`src/rtl/uart_bcd_receiver_if.sv`:
```
// Serial input and result/status outputs of the UART BCD receiver.
// The slave side is the receiver; the master side is whatever feeds the line
// and consumes the committed number.
interface uart_bcd_receiver_if;
  logic        i_rx;
  logic [31:0] o_number;
  logic        o_number_valid;
  logic        o_parse_err;
  logic        o_frame_err;
  logic        o_busy;

  modport slave (
    input  i_rx,
    output o_number,
    output o_number_valid,
    output o_parse_err,
    output o_frame_err,
    output o_busy
  );

  modport master (
    output i_rx,
    input  o_number,
    input  o_number_valid,
    input  o_parse_err,
    input  o_frame_err,
    input  o_busy
  );
endinterface

```
`src/rtl/uart_bcd_receiver.sv`:
```
// 8N1 UART receiver feeding an ASCII-decimal parser. Digits shift into an
// 8-digit packed BCD working register; a CR or LF commits it to o_number.
module uart_bcd_receiver #(
  parameter int CLK_HZ = 50000000,
  parameter int BAUD   = 115200,
  parameter int DIGITS = 8
) (
  input  logic i_iclk,
  input  logic i_rst_n,
  uart_bcd_receiver_if.slave bus
);
  localparam int CPB  = CLK_HZ / BAUD;
  localparam int HALF = CPB / 2;
  localparam int CW   = $clog2(CPB) + 1;

  typedef enum logic [1:0] {IDLE, START, DATA, STOP} state_t;

  state_t      state;
  logic [CW-1:0] cnt;
  logic [2:0]  bit_idx;
  logic [7:0]  shreg;
  logic [31:0] work;
  logic [3:0]  count;
  logic        rx_m, rx_s, rx_d;

  // Byte classification of the assembled shift register.
  logic is_digit, is_term;
  assign is_digit = (shreg >= 8'h30) && (shreg <= 8'h39);
  assign is_term  = (shreg == 8'h0D) || (shreg == 8'h0A);

  assign bus.o_busy = (state != IDLE);

  // Two-flop synchroniser plus one delay stage for falling-edge detection.
  // NOTE: these flops reset to 1 (line idle) so reset release never looks
  // like a start-bit edge.
  always_ff @(posedge i_iclk or negedge i_rst_n) begin
    if (!i_rst_n) begin
      rx_m <= 1'b1;
      rx_s <= 1'b1;
      rx_d <= 1'b1;
    end else begin
      rx_m <= bus.i_rx;
      rx_s <= rx_m;
      rx_d <= rx_s;
    end
  end

  // Bit FSM with the parser folded into the stop-bit sample, so results
  // appear in the cycle right after that sample.
  // NOTE: all state here uses non-blocking assignments so every register
  // sees pre-edge values regardless of statement order.
  always_ff @(posedge i_iclk or negedge i_rst_n) begin
    if (!i_rst_n) begin
      state              <= IDLE;
      cnt                <= '0;
      bit_idx            <= '0;
      shreg              <= '0;
      work               <= '0;
      count              <= '0;
      bus.o_number       <= '0;
      bus.o_number_valid <= 1'b0;
      bus.o_parse_err    <= 1'b0;
      bus.o_frame_err    <= 1'b0;
    end else begin
      bus.o_number_valid <= 1'b0;
      bus.o_parse_err    <= 1'b0;
      bus.o_frame_err    <= 1'b0;
      case (state)
        IDLE: begin
          if (rx_d && !rx_s) begin
            state <= START;
            cnt   <= '0;
          end
        end
        START: begin
          if (cnt == CW'(HALF - 1)) begin
            cnt <= '0;
            if (!rx_s) begin
              state   <= DATA;
              bit_idx <= '0;
            end else begin
              state <= IDLE;
            end
          end else begin
            cnt <= cnt + 1'b1;
          end
        end
        DATA: begin
          if (cnt == CW'(CPB - 1)) begin
            cnt     <= '0;
            shreg   <= {rx_s, shreg[7:1]};
            bit_idx <= bit_idx + 3'd1;
            if (bit_idx == 3'd7) state <= STOP;
          end else begin
            cnt <= cnt + 1'b1;
          end
        end
        STOP: begin
          if (cnt == CW'(CPB - 1)) begin
            cnt   <= '0;
            state <= IDLE;
            if (!rx_s) begin
              bus.o_frame_err <= 1'b1;
            end else if (is_digit) begin
              work <= {work[27:0], shreg[3:0]};
              if (count != 4'(DIGITS)) count <= count + 4'd1;
            end else if (is_term) begin
              if (count != 4'd0) begin
                bus.o_number       <= work;
                bus.o_number_valid <= 1'b1;
                work               <= '0;
                count              <= '0;
              end
            end else begin
              bus.o_parse_err <= 1'b1;
              work            <= '0;
              count           <= '0;
            end
          end else begin
            cnt <= cnt + 1'b1;
          end
        end
        default: state <= IDLE;
      endcase
    end
  end
endmodule

```
`src/flat_wrapper.sv`:
```
// flat-port wrapper written by rule: the top's interface ports become plain ports
module uart_bcd_receiver_flat 
#(
  parameter int CLK_HZ = 50000000,
  parameter int BAUD   = 115200,
  parameter int DIGITS = 8
)
  (i_iclk, i_rst_n, bus_i_rx, bus_o_number, bus_o_number_valid, bus_o_parse_err, bus_o_frame_err, bus_o_busy);
  uart_bcd_receiver_if bus_i ();
  input  logic i_iclk;
  input  logic i_rst_n;
  input wire logic [$bits(bus_i.i_rx)-1:0] bus_i_rx;
  output wire logic [$bits(bus_i.o_number)-1:0] bus_o_number;
  output wire logic [$bits(bus_i.o_number_valid)-1:0] bus_o_number_valid;
  output wire logic [$bits(bus_i.o_parse_err)-1:0] bus_o_parse_err;
  output wire logic [$bits(bus_i.o_frame_err)-1:0] bus_o_frame_err;
  output wire logic [$bits(bus_i.o_busy)-1:0] bus_o_busy;
  assign bus_i.i_rx = bus_i_rx;
  assign bus_o_number = bus_i.o_number;
  assign bus_o_number_valid = bus_i.o_number_valid;
  assign bus_o_parse_err = bus_i.o_parse_err;
  assign bus_o_frame_err = bus_i.o_frame_err;
  assign bus_o_busy = bus_i.o_busy;
  uart_bcd_receiver #(.CLK_HZ(CLK_HZ), .BAUD(BAUD), .DIGITS(DIGITS)) u_core (.i_iclk(i_iclk), .i_rst_n(i_rst_n), .bus(bus_i));
endmodule
```
`config.mk`:
```
export PLATFORM = sky130hd
export DESIGN_NAME = uart_bcd_receiver_flat
export DESIGN_NICKNAME = d
export VERILOG_FILES = /design/src/rtl/uart_bcd_receiver_if.sv /design/src/rtl/uart_bcd_receiver.sv /design/src/flat_wrapper.sv
export SDC_FILE = /design/constraint.sdc
export NUM_CORES = 1
export LEC_CHECK = 0
export ABC_AREA = 1
export BUFFER_PORTS_ARGS = -buffer_cell sky130_fd_sc_hd__buf_2
export CAP_MARGIN = 20
export CORE_UTILIZATION = 53
export DETAILED_ROUTE_END_ITERATION = 6
export PLACE_DENSITY = 0.75
export REMOVE_ABC_BUFFERS = 1
export SETUP_SLACK_MARGIN = 0.5
export SYNTH_ARGS = -nofsm -noshare
export SYNTH_HDL_FRONTEND = slang
export SYNTH_SLANG_ARGS = --single-unit
```
`constraint.sdc`:
```
create_clock -name i_iclk -period 1.72 [get_ports i_iclk]
set_clock_uncertainty 0.2 [all_clocks]
set_input_delay 0.172 -clock i_iclk [delete_from_list [all_inputs] [get_ports i_iclk]]
set_output_delay 0.172 -clock i_iclk [all_outputs]
set_load 0.01 [all_outputs]
```
==> flow_summary.ini <==
[timing]
finalHoldViolCount = 6
fin_tns_setup_ns = -9.14
setup_viol = 81
maxSlewHeadroom = 0.766
fin_hold_ws_ns = -0.000760
rsz0062_at_grt = yes
tightest_slew_ns = 0.347
max_freq_mhz = 517
post-route-period-util = 1.13
period_needed_ns = 1.94
postLayoutSetupSlackWorst_ns = -0.215
slew_viol_final = 0

[setup_path]
critPathMostFrequentCell = inv_2
max_stage_delay_ns = 0.41
cp.arrival_ns = 1.99
crit_path_end_kind = flop
critical_path_class = flop to flop
crit_path_max_fanout = 25
worst_setup_path_start_kind = flop
crit_slowest_cell = dfrtp_1
crit_required_ns = 1.77
crit_chain = inv_2 -> ha_4 -> nand3_2 -> inv_2 -> nand3_4 -> nor2_4 -> nand2_4 -> buf_12 -> o21ai_1 -> nand2_1

[yosys]
ys_ff_latch = 97
synth_most_common_cell = nand2_1
synth_cell_types = 32
async_flop_share = 1.00
avgSynthCellArea_um2 = 8.49
synth_largest_area_cell = dfrtp_1
ys_seq_area_frac = 0.559
synth_top_area_share = 0.541
synth_common_cells = 187 x nand2_1, 94 x dfrtp_1, 63 x o21ai_0
synth_edf_count = 0
synth_area_leaders = dfrtp_1 54%, nand2_1 16%, o21ai_0 7.3%, inv_1 2.9%, o21ai_1 2.6%
syn_area_um2 = 4350
postSynthCellCount = 512
synth_ff_type = dfrtp_1
yosys_warnings = 0

[layout]
multi_input_area_um2 = 2010
area.sequential_um2 = 2430
layout-drive-gt1-share = 0.365
antenna_cells = 0
n_fill_cell = 546
syn_to_final_growth_pct = 34.5
fin_nets = 627

[power_and_ir_drop]
vdd_ir_drop_max_mv = 0.776
pwr-share-clk = 0.284
power.static_leakage_nw = 2.99
powerDensity_nw_per_um2 = 883
combPwrFrac = 0.246
netSwitchingFraction = 0.324
power.internal_w = 0.00349
power_switching_w = 0.00167
pwr-share-seq = 0.470

[cts]
cts_max_path_buffers = 2
cts_buffers = 9
htree_levels = 3
tritoncts = done
cts-root-buf = clkbuf_8
clk_pin_slew_ns = 0.10
clk_latency_ns = 0.37
clock-sinks = 97

[floorplanning]
ios = 39
die_w_um = 92.5
die_y_um = 92.5
num_rows = 32
die_area_um2 = 8560
core-area_um2 = 7850
start_util = 0.554

[detailed_routing]
drt_wl_total_mm = 10.6
first_pass_iters = 5
vias = 3848
drt.antenna.violating_nets = 0
drc_errors = 0
routed_via_density = 5.31
avgRoutedWirePerCell_um = 14.6
drt_iter0_drc = 155

[placed_design]
dp_hpwl_mm = 6.04
gp_routability_congestion = 0.846
port_buffers = 38

[outcome]
outcome = finished with violations
violations = negative hold slack, negative setup slack

[global_routing]
grt_usage = 0.248
gr-total-overflow = 0
antenna_found_initial = 0
grt_pass1_vias = 3648
grt_max_degree = 46
grt_pass1_wl_mm = 16.7

[worst_hold_path]
min_path_type = input port to asynchronous set/reset pin

[job]
maxCapViolCount = 0
-- cells by family (layout without fill, tap and decap cells) --
| group | count (synthesis) | after routing | share of synthesized area |
|---|---|---|---|
| flops | 97 | 97 | 0.559 |
| compound gates | 92 | 92 | 0.107 |
| fa+ha+maj | 7 | 7 | 0.0202 |
| simple gates | 253 | 254 | 0.246 |
| buf+inv | 60 | 169 | 0.0613 |
| xor+xnor | 3 | 3 | 0.00605 |
-- power groups by stage --
stage	Clock (W)	Combinational [W]	Sequential, W
after global routing	0.00159	0.00137	0.00243
after floorplan	0	0.000374	0.00246
after global placement	0	0.000763	0.00244
final	0.00147	0.00127	0.00242
after detailed placement	0	0.000775	0.00245
after CTS	0.00149	0.00104	0.00242
-- cells in the final DEF (no fill, tap or decap), types with 5 or more instances in the layout --
cell type / netlist / routed
buf_12: 0 / 7
buf_2: 11 / 35
buf_4: 0 / 55
buf_6: 3 / 12
clkbuf_8: 0 / 9
dfrtp_1: 94 / 92
inv_1: 33 / 29
inv_2: 5 / 10
nand2_1: 187 / 161
nand2_2: 3 / 25
nand2_4: 2 / 6
nand3_1: 21 / 14
nand3_2: 1 / 5
nand4_1: 7 / 7
nor2_1: 21 / 9
nor2_2: 3 / 7
nor2_4: 1 / 10
o21ai_0: 63 / 21
o21ai_1: 23 / 48
o21ai_2: 0 / 17
-- critical path: cells and delay by family, from the launching register on --
kind                       cells  cell delay (ns)
and+or+nand+nor                5             0.54
AOI/OAI and AO/OA              1             0.17
DFF                            1             0.41
buffers and inverters          3             0.37
adders and majority gates      1             0.14
-- routing by layer --
metal  vias to the layer above  global-route usage  wire length, um
li1                       1856                   -                -
met1                      1860               0.310             4380
met2                       104               0.433             5490
met3                        28              0.0468              384
met4                         0              0.0807              330
met5                         -                   0                0
-- sequential cells by signal (all words and copies together), names as in the netlist, 3 cells and up, named ones only --
signal and cells:
u_core.bit_idx 3, u_core.cnt 10, u_core.shreg 8, u_core.bus.o_number 32, u_core.work 32, u_core.count 4
-- area by class of cell --
type,instances,area share
Timing Repair Buffer,113,0.158
Clock buffer,9,0.0212
Inverter,40,0.0257
Tap cell,102,0.0218
Multi-Input combinational cell,356,0.345
Sequential cell,97,0.416
Clock inverter,7,0.0120
-- timing repair --
action                                 4_1_cts  5_1_grt
gates resized for setup                     96       60
pin swaps                                   20       15
setup endpoints to repair                  130      130
cloned                                       1        1
endpoints found under the hold margin       98        0
hold buffers                                 2        0
buffers inserted                            17       15
-- metrics by stage --
stage | area, um^2 | instances | worst slack [ns] | power (W) | util
global route | 5840 | 724 | -0.283 | 0.00539 | 0.745
floorplan | 4230 | 492 | -0.290 | 0.00283 | -
global placement | 4940 | 672 | -0.0708 | 0.00320 | 0.629
detailed placement | 4940 | 672 | -0.196 | 0.00322 | 0.629
CTS | 5520 | 708 | -0.0780 | 0.00494 | 0.703
finish | 5840 | 724 | -0.215 | 0.00516 | 0.745
-- path summary, 6_finish.rpt --
kind	cells past startpoint	slack, ns	startpoint	end
setup / recovery	10	-0.22	u_core.cnt[1]	u_core.bus.o_number[9]
hold / removal	2	-0.0008	i_rst_n	u_core.bus.o_number[28]
setup reg to reg	10	-0.22	u_core.cnt[1]	u_core.bus.o_number[9]
hold reg to reg	0	0.16	u_core.rx_m	u_core.rx_s
max in group asynchronous	3	0.77	i_rst_n	u_core.rx_m
min in group i_iclk	0	0.16	u_core.rx_m	u_core.rx_s
(Power assumes the default switching activity.)
